**src/rtl/regfile_2r1w.sv**
```systemverilog
// regfile_2r1w -- parametrised 2-read / 1-write register file for the CPU datapath.
//
// Purpose:
//   NREGS = 2**ADDR_W registers of WIDTH bits. Two registered read ports with valid
//   flags, a write port with write-to-read bypass, and a per-register busy bit that
//   decode sets on issue and writeback clears when the result lands.
//
// Ports:
//   CLK                     clock, all state changes on the rising edge
//   RST                     synchronous reset, active-high
//   wen / waddr / wdata     write port (writeback)
//   ren_a / raddr_a         read request, port A
//   rdata_a                 registered read data, port A
//   rvalid_a                rdata_a holds the result of a read issued last cycle
//   rstale_a                the register read on port A had a result pending
//   ren_b ... rstale_b      same as port A, port B
//   issue / issue_sel       mark register issue_sel busy
//   busy                    busy vector, bit i = register i
//   dbg_sel / dbg_q         combinational view of stored register dbg_sel (no bypass)
//
// Handshake: a read is requested by holding ren_x high across one rising edge;
// the data appears on rdata_x with rvalid_x high for exactly the following cycle.
// There is no back-pressure; every request is accepted.
//
// Configuration macro:
//   ZERO_REG_EN  when defined, register 0 reads as zero, ignores writes and
//                never becomes busy.
module regfile_2r1w #(
   parameter int               WIDTH     = 16,
   parameter int               ADDR_W    = 3,
   parameter logic [WIDTH-1:0] RESET_VAL = '0
) (
   input  logic                    CLK,
   input  logic                    RST,
   input  logic                    wen,
   input  logic [ADDR_W-1:0]       waddr,
   input  logic [WIDTH-1:0]        wdata,
   input  logic                    ren_a,
   input  logic [ADDR_W-1:0]       raddr_a,
   output logic [WIDTH-1:0]        rdata_a,
   output logic                    rvalid_a,
   output logic                    rstale_a,
   input  logic                    ren_b,
   input  logic [ADDR_W-1:0]       raddr_b,
   output logic [WIDTH-1:0]        rdata_b,
   output logic                    rvalid_b,
   output logic                    rstale_b,
   input  logic                    issue,
   input  logic [ADDR_W-1:0]       issue_sel,
   output logic [(2**ADDR_W)-1:0]  busy,
   input  logic [ADDR_W-1:0]       dbg_sel,
   output logic [WIDTH-1:0]        dbg_q
);

   localparam int NREGS = 2**ADDR_W;

`ifdef ZERO_REG_EN
   localparam bit ZERO_REG = 1'b1;
`else
   localparam bit ZERO_REG = 1'b0;
`endif

   logic [WIDTH-1:0] regs [NREGS];
   logic [NREGS-1:0] busy_nxt;
   logic             wr_eff;
   logic             iss_eff;
   logic [WIDTH-1:0] rd_val_a;
   logic [WIDTH-1:0] rd_val_b;
   logic             stale_a;
   logic             stale_b;

   // With the zero register, writes and issues aimed at register 0 are dropped.
   assign wr_eff  = wen   & ~(ZERO_REG & (waddr == '0));
   assign iss_eff = issue & ~(ZERO_REG & (issue_sel == '0));

   // A write landing this edge retires the pending result, so it is not stale.
   assign stale_a = busy[raddr_a] & ~(wen & (waddr == raddr_a));
   assign stale_b = busy[raddr_b] & ~(wen & (waddr == raddr_b));

   always_comb begin
      rd_val_a = regs[raddr_a];
      if (ZERO_REG && (raddr_a == '0)) begin
         rd_val_a = '0;
      end else if (wr_eff && (waddr == raddr_a)) begin
         rd_val_a = wdata;
      end
   end

   always_comb begin
      rd_val_b = regs[raddr_b];
      if (ZERO_REG && (raddr_b == '0)) begin
         rd_val_b = '0;
      end else if (wr_eff && (waddr == raddr_b)) begin
         rd_val_b = wdata;
      end
   end

   // Clear on write first, then set on issue: a new producer issued in the same
   // cycle as the old result retires keeps the register busy.
   always_comb begin
      busy_nxt = busy;
      if (wr_eff) begin
         busy_nxt[waddr] = 1'b0;
      end
      if (iss_eff) begin
         busy_nxt[issue_sel] = 1'b1;
      end
   end

   always_ff @(posedge CLK) begin
      if (RST) begin
         for (int i = 0; i < NREGS; i++) begin
            regs[i] <= (ZERO_REG && (i == 0)) ? '0 : RESET_VAL;
         end
         busy     <= '0;
         rdata_a  <= '0;
         rvalid_a <= 1'b0;
         rstale_a <= 1'b0;
         rdata_b  <= '0;
         rvalid_b <= 1'b0;
         rstale_b <= 1'b0;
      end else begin
         if (wr_eff) begin
            regs[waddr] <= wdata;
         end
         busy <= busy_nxt;

         // rdata holds its last value when no read is requested.
         if (ren_a) begin
            rdata_a  <= rd_val_a;
            rvalid_a <= 1'b1;
            rstale_a <= stale_a;
         end else begin
            rvalid_a <= 1'b0;
            rstale_a <= 1'b0;
         end

         if (ren_b) begin
            rdata_b  <= rd_val_b;
            rvalid_b <= 1'b1;
            rstale_b <= stale_b;
         end else begin
            rvalid_b <= 1'b0;
            rstale_b <= 1'b0;
         end
      end
   end

   assign dbg_q = (ZERO_REG && (dbg_sel == '0)) ? '0 : regs[dbg_sel];

endmodule
```
**config.mk**
```make
export PLATFORM = sky130hd
export DESIGN_NAME = regfile_2r1w
export DESIGN_NICKNAME = d
export VERILOG_FILES = /design/src/rtl/regfile_2r1w.sv
export SDC_FILE = /design/constraint.sdc
export NUM_CORES = 1
export LEC_CHECK = 0
export ABC_AREA = 1
export CAP_MARGIN = 20
export CORE_MARGIN = 8
export CORE_UTILIZATION = 30
export DETAILED_ROUTE_END_ITERATION = 8
export GPL_TIMING_DRIVEN = 0
export PLACE_DENSITY_LB_ADDON = 0.2
export REMOVE_ABC_BUFFERS = 1
export SLEW_MARGIN = 20
export SYNTH_ARGS = -nofsm -noshare
export SYNTH_HDL_FRONTEND = slang
export SYNTH_SLANG_ARGS = --single-unit
```
**constraint.sdc**
```tcl
create_clock -name CLK -period 2.21 [get_ports CLK]
set_input_delay 0.3315 -clock CLK [delete_from_list [all_inputs] [get_ports CLK]]
set_output_delay 0.3315 -clock CLK [all_outputs]
set_load 0.01 [all_outputs]
```
[Yosys cells after proc, flatten, opt, wreduce, memory -nomap -nowiden]
Memory sizes are Yosys's and may differ from the RTL's. A register that Yosys moved wholly into a read port is not among the register bits.
Index checks and enable logic that the tools add are counted.
Cells by class
  $mul: 0
  muxes and demuxes: 20
  divide/modulo/power cells: 0
  magnitude comparators: 6
  add/sub/neg operators: 0
  reduce and logical (&&, ||, !) cells: 5
  bitwise gates (word level): 11
  shift operators: 0
  equal/unequal tests: 2
Operator list (number)
  3-bit by 4-bit less-than comparator with 1-bit output (second input constant): 4
  16-bit two-way mux: 1
  8-bit two-way mux: 2
  16-bit OR reduction: 1
  1-bit two-way mux: 12
  8-bit AND: 1
  8-bit inverter: 1
  8-bit bitwise OR: 1
  1-bit binary-select mux with 3-bit select: 2
  1-bit demux with 3-bit select: 2
  3-bit == test: 2
  3-bit by 1-bit >= comparator with 1-bit output (second input constant): 2
  1-bit AND: 4
  1-bit inverter: 4
  2-bit OR reduction: 2
  3-bit two-way mux: 1
  1-bit logical AND: 2
Storage, ports and cells
  bits in latches: 0
  bits of input ports: 37
  memory bits (writable): 128
  bits in registers: 12
  memories kept: 1
  output and inout port bits: 60
  word-level logic and storage cells: 50
  ROM bits: 0
Memory list
  regs: depth 8, width 16, rd ports 3, clocked after Yosys merged registers in 2, wr ports 8, RTL line 63  | logic [WIDTH-1:0] regs [NREGS];

[Depth between registers and ports, before layout]
  depth in word-level cells: 9
  depth in mapped cells: 10
  gate-level depth less buffers: 9

[Worst setup path before layout]
OpenSTA, ideal clock, no wires.
  path type: input-to-reg
  start: input RST
  end: memory regs[0][0] (enable)
  cell stages on the path: 7
  setup time: 0.372 ns
  path buffers: 2
  slack: 0.225 ns
  data arrival time: 1.613 ns
  data required time: 1.838 ns
  path through: clkbuf_8 > inv_2 > nand2_2 > nor3_1 > clkinv_1 > buf_2 > nand2_1
RTL lines
  from (decl): RTL line 34  | input logic RST,
  to (decl): RTL line 63

==> run summary <==
In this run the worst setup path begins at waddr[2]. The cell count of the worst reg-to-reg path is 7. The worst hold path belongs to the class in2reg. Leaving out fill and tap cells, the most frequent cells in the layout are nand2_1, nand3_1, nor2_1. Summed over all instances, the cell type with the most area after synthesis is edfxtp_1. The tool flagged a number of max-cap violations equal to 0.

The final setup skew is 0.01275 ns. Measured along the x axis, the die boundary spans 200.7 um. The number of fill cells in the layout came out at 3,485. For this configuration, the core starts out at a cell density of 30.51%. VDD sags by at most 556.8 uV. The number of setup violations in the final report came out at 3. The share of total power in sequential cells came out at 45.6%.

After global routing the overflow that remains totals 0. The combinational group share of total power came out at 20.0%. The total number of vias is 10,504. The highest net fanout along the worst path came out at 18.

For this design the ratio of total power to cell area is 676.7 nW/um^2. The via count of the first global-routing pass is 10,007. The number of top-level design ports came out at 97. The post-synthesis average cell area is 7.540 sq um. Row generation in the floorplan step produced 67 rows. The worst slew margin relative to its limit is 41.19%. At the worst endpoint, the arrival time is 2.31 ns. The finished cells cover 12,390 sq um.

The portion of the post-synthesis area used by sequential elements came out at 46.17%. The clock period minus worst slack is 2.211 ns. The total negative slack came out at -0.003169 ns.

The clock network burns 34.4% of the power. By area the synthesized netlist is led by edfxtp_1, nand2_1, nand3_1. After legalization and detailed placement, the total HPWL measured 24.28 mm. The depth of the worst hold-timing path came out at 2. The final cycle utilization of the critical path came out at 100.1%.

The setup path with the least slack is of type in2reg. The cell area that synthesis handed to floorplanning was 10,230 sq um. The synthesized netlist devotes 8.498% of its cell area to compound gates. The remaining antenna violation count is 0. The synthesized flop and latch total is 172. The die area came out at 40,270 sq um. The share of synthesized cell area in full adder, half adder and majority cells is 0%.

After clock tree synthesis, the clock-pin slew on the worst setup and hold paths is 0.07 ns. The number of hold violations in the final report was 0. The fraction of final layout cells with drive strength greater than 1 is 9.866%. The first global-routing pass estimated 64.47 mm of wire.

The cell-internal power is 5.720 mW. The highest attainable clock frequency is 452.2 MHz. The static leakage came out at 4.858 nW. The final-report max-slew violation count came to 0. The maximum number of pins on one net before global-route repair came out at 67. The number of vias per cell after detailed routing is 5.626. The number of buffers inserted during clock tree synthesis is 17. The required time of the critical path is 2.31 ns.

The latest clock arrival within the worst-skew pair came out at 0.45 ns. The routed wire length is 44.77 mm. The sum of internal, switching and leakage power came out at 8.386 mW. The area growth from synthesis to layout is 21.12%. The main combinational cell family by area after synthesis is simple AND/OR/NAND/NOR gates. The number of instances in the placed design is 1,809. The antenna diode count is 0.

In this run the deepest clock path goes through 2 buffers. In this run the critical register-to-register path is launched from regs[2][6]. The worst setup slack before clock tree synthesis came out at -1.906 ns.

TritonCTS built the clock tree. Following the worst setup path forward leads to its endpoint at regs[5][1]. The fraction of registers with async set or reset after synthesis came out at 0%. The count of buffers inserted at the top-level ports came out at 96.

The run finished, with violations left. The total number of clock tree sinks came out at 172. Net switching is 31.80% of the power. The number of nets at the end of the flow is 1,443. The nature of the critical path startpoint is an input port.

The worst hold slack after final layout is 0.2883 ns. After floorplanning, the core was sized to cover 33,530 sq um. Leaving out filler cells and counting taps, the final layout contains 1,867.

The level count of the clock H-tree came out at 4. In this run the critical register-to-register path is captured at rdata_b[6]. The net switching power figure came out at 2.667 mW. The simple-gate share of the synthesized area came out at 37.66%. The count of hold buffers inserted by post-cts repair came out at 0. At the pin with the least slew margin, the transition time is 0.8821 ns.

The die height is 200.7 um. The count of flip-flops with a built-in enable after synthesis came out at 128. The checks that failed: negative setup slack.

The detail-routed net length per standard cell is 23.98 um. The first TritonRoute pass finished after 6 iterations. Setup repair after global routing could not meet its margin everywhere. The number of antenna violations at the first check in global routing is 0. Leaving out fill and tap cells, the most frequent cell in the layout is nand2_1. The detailed router finished its first iteration with 1,049 violations.

The global placer's final weighted congestion is 0.8173. The worst setup path is captured at a flip-flop. In the synthesized netlist, mux cells make up 0% of the area. The number of warnings issued by yosys came out at 0. The setup slack of the critical path after layout is -0.001495 ns.

The tree is rooted in a clkbuf_16. The number of instances in the synthesized netlist came out at 1,357. The fraction of post-synthesis cell area in the top cell type by area came out at 37.56%. The count of distinct cell types in the synthesized netlist came out at 34. For this run, the leading register cell type out of synthesis is edfxtp_1.

The placed standard-cell area came out at 11,380 sq um. The post-route core utilization is 36.96%. The register-to-register path setup slack came out at 1.00 ns. Global routing used 21.15% of the available tracks. The fraction of synthesized cell area in xor and xnor cells is 0.5380%. The DRC violation count after routing came out at 0.
-- cells in the mapped netlist (4+ instances only) --
master / instances
clkbuf_1: 40
edfxtp_1: 128
nor2_1: 199
nand4_1: 32
buf_1: 12
o22ai_1: 32
inv_1: 18
nand2_2: 4
dfxtp_1: 44
o211ai_1: 4
buf_2: 32
inv_2: 10
o21ai_0: 78
nand2_1: 363
clkbuf_8: 5
a21oi_1: 41
nor4_1: 4
nand3_1: 233
buf_6: 5
nor3_1: 7
nand3_2: 20
clkinv_1: 27
-- metal layers --
metal / global-route usage [%] / wire length [um] / up-vias
met2: 35.26 / 21260 / 591
met1: 26.73 / 18150 / 5056
met3: 3.163 / 3685 / 126
met4: 9.645 / 1675 / 0
li1: - / - / 4731
met5: 0 / 0 / -
-- registers in the layout, indices dropped and copies added, names as in the netlist --
name and cells:
rvalid_b 1, rdata_b 16, rstale_b 1, regs 128, busy 8, rstale_a 1, rdata_a 16, rvalid_a 1
-- worst min-delay path by stage --
stage                        to  slack (ns)   startpoint
floorplan           rdata_b[14]        0.39          RST
CTS                  rdata_a[1]        0.30          RST
global route        rdata_b[10]        0.32          RST
finish              rdata_a[10]        0.29          RST
detailed placement  rdata_b[10]        0.46  rdata_b[10]
global placement     rdata_b[9]        0.45   rdata_b[9]
-- repair_timing --
action / in CTS / in global routing
gates resized for setup: 74 / 10
setup endpoints to repair: 270 / 61
cloned: 2 / 2
setup buffers: 13 / 9
pin swaps: 3 / 2
-- logic make-up after synthesis --
family,Yosys count
and+or+nand+nor,868
DFF,172
AOI/OAI and AO/OA,161
buffers and inverters,154
xor gates and xnor gates,2
-- worst max-delay path, stage by stage --
cell	delay (ns)
clkdlybuf4s50_1	0.77
inv_1	0.15
nor4_1	0.31
inv_2	0.32
nand2_4	0.41
-- power groups by stage --
| stage | combinational (mW) | clock (mW) | sequential (mW) |
|---|---|---|---|
| after floorplan | 0.758 | 0 | 3.87 |
| after global placement | 1.57 | 0 | 3.89 |
| after detailed placement | 1.58 | 0 | 3.89 |
| after CTS | 1.64 | 2.90 | 3.81 |
| after global routing | 1.80 | 3.01 | 3.84 |
| final | 1.68 | 2.89 | 3.82 |
-- layout make-up --
class	count	area, sq um	area share (%)
multi-input cells	1031	4891	39.47
flip-flops and latches	172	4725	38.12
repair buffers	127	1356	10.94
well taps	448	560.5	4.523
clock buffers	18	429.2	3.463
inverters	55	301.5	2.433
clock inverters	14	107.6	0.8682
repair inverters	2	22.52	0.1817
Power figures use the tool's default switching activity.
